File: config.mk
export PLATFORM = sky130hd
export DESIGN_NAME = mac_dot_engine
export DESIGN_NICKNAME = d
export VERILOG_FILES = /design/src/rtl/mac_pkg.sv /design/src/rtl/mac_lane_tree.sv /design/src/rtl/mac_dot_engine.sv
export SDC_FILE = /design/constraint.sdc
export NUM_CORES = 1
export LEC_CHECK = 0
export BUFFER_PORTS_ARGS = -buffer_cell sky130_fd_sc_hd__buf_2
export CORE_ASPECT_RATIO = 0.6
export CORE_MARGIN = 8
export CORE_UTILIZATION = 40
export DETAILED_ROUTE_END_ITERATION = 10
export PLACE_DENSITY = 0.67
export SYNTH_ARGS = -nofsm -noshare
export SYNTH_HDL_FRONTEND = slang
export SYNTH_HIERARCHICAL = 1
export SYNTH_SLANG_ARGS = --single-unit
File: constraint.sdc
create_clock -name clock -period 6.6 [get_ports clock]
set_clock_uncertainty 0.2 [all_clocks]
set_input_delay 0.33 -clock clock [delete_from_list [all_inputs] [get_ports clock]]
set_output_delay 0.33 -clock clock [all_outputs]
set_load 0.02 [all_outputs]
File: src/rtl/mac_pkg.sv
// mac_pkg: shared definitions for the multi-lane MAC dot-product engine.
//   - state_e     : engine FSM states
//   - *_DEF       : default parameter values for the engine and lane tree
//   - lane_sum_w  : width of one beat's lane sum (product width + tree growth)
package mac_pkg;

  localparam int LANES_DEF    = 4;
  localparam int DATA_W_DEF   = 8;
  localparam int WEIGHT_W_DEF = 8;
  localparam int ACC_W_DEF    = 32;
  localparam int LEN_W_DEF    = 10;

  typedef enum logic [1:0] {
    ST_IDLE  = 2'd0,
    ST_ACCUM = 2'd1,
    ST_DRAIN = 2'd2,
    ST_OUT   = 2'd3
  } state_e;

  // Sum of LANES unsigned products never needs more than $clog2(LANES)
  // extra bits on top of the product width.
  function automatic int lane_sum_w(input int data_w, input int weight_w,
                                    input int lanes);
    return data_w + weight_w + $clog2(lanes);
  endfunction

endpackage

File: src/rtl/mac_lane_tree.sv
// mac_lane_tree: stage 1 of the MAC pipeline. LANES unsigned multipliers
// feeding an adder tree whose result is registered on every accepted beat.
// Ports:
//   clock, reset   : rising-edge clock, synchronous active-high reset
//   in_valid       : beat accepted by the engine this cycle
//   data_in        : LANES x DATA_W activations, lane i at [i*DATA_W +: DATA_W]
//   weight_in      : LANES x WEIGHT_W weights, same packing
//   sum_out        : registered lane sum of the last accepted beat
//   sum_valid      : sum_out holds a beat not yet accumulated
module mac_lane_tree
  import mac_pkg::*;
#(
  parameter int LANES    = LANES_DEF,
  parameter int DATA_W   = DATA_W_DEF,
  parameter int WEIGHT_W = WEIGHT_W_DEF,
  localparam int SUM_W   = lane_sum_w(DATA_W, WEIGHT_W, LANES)
) (
  input  logic                      clock,
  input  logic                      reset,
  input  logic                      in_valid,
  input  logic [LANES*DATA_W-1:0]   data_in,
  input  logic [LANES*WEIGHT_W-1:0] weight_in,
  output logic [SUM_W-1:0]          sum_out,
  output logic                      sum_valid
);

  localparam int PROD_W = DATA_W + WEIGHT_W;

  logic [SUM_W-1:0] sum_d, sum_q;
  logic             valid_d, valid_q;
  logic [SUM_W-1:0] tree_sum;

  always_comb begin
    // NOTE: every combinational output gets a default before any branch or
    // loop, so no path leaves it unassigned and no latch is inferred.
    tree_sum = '0;
    for (int i = 0; i < LANES; i++) begin
      tree_sum = tree_sum + SUM_W'(PROD_W'(data_in[i*DATA_W +: DATA_W]) *
                                  PROD_W'(weight_in[i*WEIGHT_W +: WEIGHT_W]));
    end
    // Only a real beat reloads the register; idle cycles hold it.
    sum_d   = in_valid ? tree_sum : sum_q;
    valid_d = in_valid;
  end

  // NOTE: sequential state uses non-blocking assignments so every flop
  // samples its pre-edge inputs regardless of block ordering.
  always_ff @(posedge clock) begin
    if (reset) begin
      sum_q   <= '0;
      valid_q <= 1'b0;
    end else begin
      sum_q   <= sum_d;
      valid_q <= valid_d;
    end
  end

  assign sum_out   = sum_q;
  assign sum_valid = valid_q;

endmodule

File: src/rtl/mac_dot_engine.sv
// mac_dot_engine: multi-lane unsigned dot-product engine. Accumulates
// `length` beats of LANES activation/weight pairs and presents the result on
// a valid/ready port. Requires ACC_W >= DATA_W+WEIGHT_W+$clog2(LANES).
// Optional build macro: MAC_SATURATE_EN -- accumulator clamps at 2^ACC_W-1
// and raises overflow; when undefined the accumulator wraps and overflow=0.
// Ports:
//   clock, reset          : rising-edge clock, synchronous active-high reset
//   start, length         : begin a dot product of `length` beats (IDLE only)
//   in_valid, in_ready    : input beat handshake (ready only in ACCUM)
//   data_in, weight_in    : packed lane operands, lane i in the low-order slot i
//   out_valid, out_ready  : result handshake
//   acc_out, overflow     : result and clamp flag, stable while out_valid
//   busy                  : engine not idle
module mac_dot_engine
  import mac_pkg::*;
#(
  parameter int LANES    = LANES_DEF,
  parameter int DATA_W   = DATA_W_DEF,
  parameter int WEIGHT_W = WEIGHT_W_DEF,
  parameter int ACC_W    = ACC_W_DEF,
  parameter int LEN_W    = LEN_W_DEF
) (
  input  logic                      clock,
  input  logic                      reset,
  input  logic                      start,
  input  logic [LEN_W-1:0]          length,
  input  logic                      in_valid,
  output logic                      in_ready,
  input  logic [LANES*DATA_W-1:0]   data_in,
  input  logic [LANES*WEIGHT_W-1:0] weight_in,
  output logic                      out_valid,
  input  logic                      out_ready,
  output logic [ACC_W-1:0]          acc_out,
  output logic                      overflow,
  output logic                      busy
);

  localparam int SUM_W = lane_sum_w(DATA_W, WEIGHT_W, LANES);

  state_e           state_d, state_q;
  logic [LEN_W-1:0] remaining_d, remaining_q;
  logic [ACC_W-1:0] acc_d, acc_q;
  logic [SUM_W-1:0] lane_sum;
  logic             lane_valid;
  logic             beat_accept;

  assign in_ready    = (state_q == ST_ACCUM);
  assign beat_accept = in_valid && in_ready;

  mac_lane_tree #(
    .LANES    (LANES),
    .DATA_W   (DATA_W),
    .WEIGHT_W (WEIGHT_W)
  ) u_lane_tree (
    .clock     (clock),
    .reset     (reset),
    .in_valid  (beat_accept),
    .data_in   (data_in),
    .weight_in (weight_in),
    .sum_out   (lane_sum),
    .sum_valid (lane_valid)
  );

`ifdef MAC_SATURATE_EN
  logic             ovf_d, ovf_q;
  // One extra bit exposes the carry out of the accumulator.
  logic [ACC_W:0]   acc_sum;
  assign acc_sum = {1'b0, acc_q} + {1'b0, ACC_W'(lane_sum)};
`else
  logic [ACC_W-1:0] acc_sum;
  assign acc_sum = acc_q + ACC_W'(lane_sum);
`endif

  always_comb begin
    state_d     = state_q;
    remaining_d = remaining_q;
    acc_d       = acc_q;
`ifdef MAC_SATURATE_EN
    ovf_d       = ovf_q;
`endif

    // Stage 2: only a valid stage-1 beat touches the accumulator.
    if (lane_valid) begin
`ifdef MAC_SATURATE_EN
      if (acc_sum[ACC_W]) begin
        acc_d = '1;
        ovf_d = 1'b1;
      end else begin
        acc_d = acc_sum[ACC_W-1:0];
      end
`else
      acc_d = acc_sum;
`endif
    end

    case (state_q)
      ST_IDLE: begin
        if (start) begin
          acc_d = '0;
`ifdef MAC_SATURATE_EN
          ovf_d = 1'b0;
`endif
          if (length != '0) begin
            remaining_d = length;
            state_d     = ST_ACCUM;
          end else begin
            state_d = ST_OUT;
          end
        end
      end
      ST_ACCUM: begin
        if (beat_accept) begin
          remaining_d = remaining_q - 1'b1;
          if (remaining_q == LEN_W'(1)) state_d = ST_DRAIN;
        end
      end
      // The last beat is still in stage 1 on the first DRAIN cycle; leave
      // once it has been folded into the accumulator.
      ST_DRAIN: begin
        if (!lane_valid) state_d = ST_OUT;
      end
      ST_OUT: begin
        if (out_ready) state_d = ST_IDLE;
      end
      default: state_d = ST_IDLE;
    endcase
  end

  always_ff @(posedge clock) begin
    if (reset) begin
      state_q     <= ST_IDLE;
      remaining_q <= '0;
      acc_q       <= '0;
    end else begin
      state_q     <= state_d;
      remaining_q <= remaining_d;
      acc_q       <= acc_d;
    end
  end

`ifdef MAC_SATURATE_EN
  always_ff @(posedge clock) begin
    if (reset) ovf_q <= 1'b0;
    else       ovf_q <= ovf_d;
  end
  assign overflow = ovf_q;
`else
  assign overflow = 1'b0;
`endif

  assign out_valid = (state_q == ST_OUT);
  assign acc_out   = acc_q;
  assign busy      = (state_q != ST_IDLE);

endmodule

==> impl_metrics.ini <==
[status]
outcome = finished, final reports clean

[detailed_routing]
vias = 10100
wl_per_cell_microns = 16.1
wirelength_microns = 33000
ant_nets = 0
drtIter0Drc = 735
via_per_inst = 4.96
drt_pass1_iterations = 7
drc_errors = 0

[setup_path]
cpPeakStageDelay_ps = 580
critPathSlowestCell = fa_1
crit_fanout = 8
cp_top_family = adder cells
start_kind = primary input
critPathKind = primary input to flip-flop
cp-end-kind = flip-flop
worstPathCellList = buf_2 > nand2_1 > fa_1 > inv_1 > fa_1 > inv_1 > fa_1 > fa_1 > inv_1 > fa_1 > fa_1 > fa_1 > fa_1 > ha_1 > nor2b_1 > o2111ai_1 > buf_4 > a21oi_1 > o211ai_1 > and3_1 > o31ai_1
worstPathRequired_ps = 6650
crit_path_frequent_cell = fa_1
critPathBufInv = 5
worst-endpoint-arrival_ps = 6430

[die]
die-area_sq_um = 38600
boundaryPins = 115
die_h_microns = 155
core_sq_um = 32200
start_util_pct = 40.3
rows = 51
die_width_microns = 248

[global_route]
grt_pass1_vias = 10300
grt_remaining_overflow = 0
grt_pass1_wl_microns = 54100
track_usage_pct = 17.5
antenna_found_initial = 3
grt_max_degree = 36

[clock_network]
clock-sinks = 63
clkLatencyLatePin_ps = 340
cts_hold_buf = 0
postCtsSetupBuffers = 0
cts_resized = 0
root_buffer = clkbuf_16
cts_buffer_depth = 2
cts_made_buffers = 9
htreeDepth = 3
tritoncts = built
clkTransAtPathRegs_ps = 60

[timing]
final.setup.worst_slack_ps = 224
finalCritPeriodShare_pct = 96.6
fmax_mhz = 157
slew-limit-headroom_pct = 48.0
setup_viol = 0
maxSlewViolCount = 0
worst_slew_pin_slew_ps = 780
tns_ps = 0
final.min_clock_period_ps = 6380
rsz0062_at_grt = false
finalHoldViolations = 0

[logic_synthesis]
synth_cell_types = 64
synthesis.area_sq_um = 12900
syn_avg_cell_area_sq_um = 8.93
syn-num-nets = 1907
synth_edf_count = 0
ys_seq_area_share_pct = 9.74
synthArstFlopShare_pct = 0
synth_top_flop_cell = dfxtp_1
yosys_register_bits = 63
yosys_warnings = 6
syn_inst = 1449

[final_layout]
syn_to_final_growth_pct = 13.7
nFillCells = 3141
layout.nets = 2070
fin_cells = 2043
layout-drive-gt1-share_pct = 13.0

[place]
hpwl_microns = 29100
post-place-cells = 2025
io_buffer_count = 113
gp_congestion = 0.909
dp_slack_ps = -129

[hold_path]
worstHoldPathType = primary input to flip-flop

[job]
maxCapViolCount = 0
cell type report:
| cell class | count | area, sq um | share of cell area (%) |
|---|---|---|---|
| inverters | 318 | 1190 | 8.11 |
| clock buffers | 9 | 225 | 1.53 |
| repair buffers | 177 | 1060 | 7.21 |
| well taps | 424 | 531 | 3.60 |
| clock inverters | 7 | 96.3 | 0.654 |
| diodes | 2 | 5.00 | 0.0340 |
| multi-input cells | 1043 | 10300 | 70.3 |
| flip-flops and latches | 63 | 1260 | 8.57 |
state kept, by name, summed over array words and instances (netlist names):
name / count
state_q: 2
acc_out: 32
u_lane_tree/sum_out: 18
remaining_q: 10
u_lane_tree/sum_valid: 1
kinds of logic after synthesis:
kind of cell             share of synthesized area [%]
AO/OA/AOI/OAI                                     9.07
XOR/XNOR                                          1.15
adder cells (fa/ha/maj)                           49.7
buffers and inverters                             10.4
flip-flops                                        9.74
multiplexers                                      1.86
other                                           0.0290
AND/OR/NAND/NOR                                   18.1
cell usage after synthesis (3+ instances only):
cell	count	area [sq um]
o21ai_1	3	15.0
or3_1	5	31.3
a21oi_1	51	255
o21a_1	3	22.5
a21o_2	3	26.3
and2_1	176	1100
nor2_1	39	146
fa_1	225	4500
nand2_1	140	526
nand3_1	23	115
o31ai_1	4	30.0
nor3_1	6	30.0
o22ai_1	7	43.8
a21o_1	15	113
o21ai_0	21	105
a211oi_1	18	135
mux2i_1	24	240
xnor2_1	11	96.3
nor2b_1	6	37.5
nand2b_1	14	87.6
a2111o_1	4	45.0
o21bai_1	5	37.5
o211ai_1	6	45.0
or4_1	5	37.5
inv_1	318	1190
nand4_1	7	43.8
nand3b_1	4	30.0
buf_6	5	56.3
clkbuf_2	3	15.0
a31oi_1	8	50.1
a22oi_1	4	30.0
and3_2	4	30.0
clkbuf_1	13	48.8
xor2_1	6	52.6
ha_1	154	1930
dfxtp_1	63	1260
and3_1	8	50.1
placed cells by master, fill, tap and decap left out, types with 3 or more instances in the layout:
| cell | netlist | layout |
|---|---|---|
| o211ai_1 | 6 | 6 |
| o22ai_1 | 7 | 7 |
| and3_2 | 4 | 4 |
| xnor2_1 | 11 | 11 |
| dfxtp_1 | 63 | 63 |
| a21oi_1 | 51 | 49 |
| fa_1 | 225 | 225 |
| nand2b_1 | 14 | 14 |
| buf_2 | 0 | 112 |
| nand4_1 | 7 | 7 |
| nand2_1 | 140 | 140 |
| a21o_1 | 15 | 15 |
| clkinvlp_4 | 0 | 3 |
| or4_1 | 5 | 5 |
| clkbuf_16 | 0 | 9 |
| and2_1 | 176 | 176 |
| o21ai_0 | 21 | 21 |
| xor2_1 | 6 | 6 |
| inv_1 | 318 | 318 |
| a31oi_1 | 8 | 8 |
| a2111o_1 | 4 | 4 |
| mux2i_1 | 24 | 24 |
| o21a_1 | 3 | 3 |
| nor2b_1 | 6 | 6 |
| and3_1 | 8 | 8 |
| nor3_1 | 6 | 6 |
| o21bai_1 | 5 | 5 |
| buf_4 | 1 | 63 |
| nand3b_1 | 4 | 4 |
| o21ai_1 | 3 | 3 |
| a21oi_2 | 1 | 3 |
| nor2_1 | 39 | 39 |
| a21o_2 | 3 | 3 |
| nand3_1 | 23 | 23 |
| or3_1 | 5 | 5 |
| a22oi_1 | 4 | 4 |
| ha_1 | 154 | 154 |
| o31ai_1 | 4 | 4 |
| a211oi_1 | 18 | 17 |
path summary, 6_finish.rpt:
| path | start | slack, ps | to | cells past startpoint |
|---|---|---|---|---|
| max | weight_in[27] | 220 | u_lane_tree/sum_out[15] | 21 |
| min | length[1] | 170 | remaining_q[1] | 3 |
| max reg2reg | acc_out[0] | 3740 | acc_out[24] | 8 |
| min reg2reg | acc_out[31] | 270 | acc_out[31] | 2 |
routing by layer:
layer  up-vias  global-route usage [%]  routed length, microns
met5         -                       0                      23
met4         4                    2.21                     212
met3        23                    5.43                    2700
met2       251                    23.3                   13200
met1      4961                    27.4                   16900
li1       4885                       -                       -
per-stage QoR:
stage                     hold WS [ps]  util, %  cell area [sq um]
after detailed placement           266     44.7              14400
after global routing               168     45.8              14700
after global placement             250     44.7              14400
after CTS                          143     45.7              14700
final                              168     45.8              14700
after floorplan                    202        -              12900
worst min-delay path: stages:
cell and delay, ps:
buf_2 110, a21oi_1 130, a211oi_1 80
Power is not shown: default switching activity piles up to over one toggle a cycle in this logic, so the estimate is an artifact.
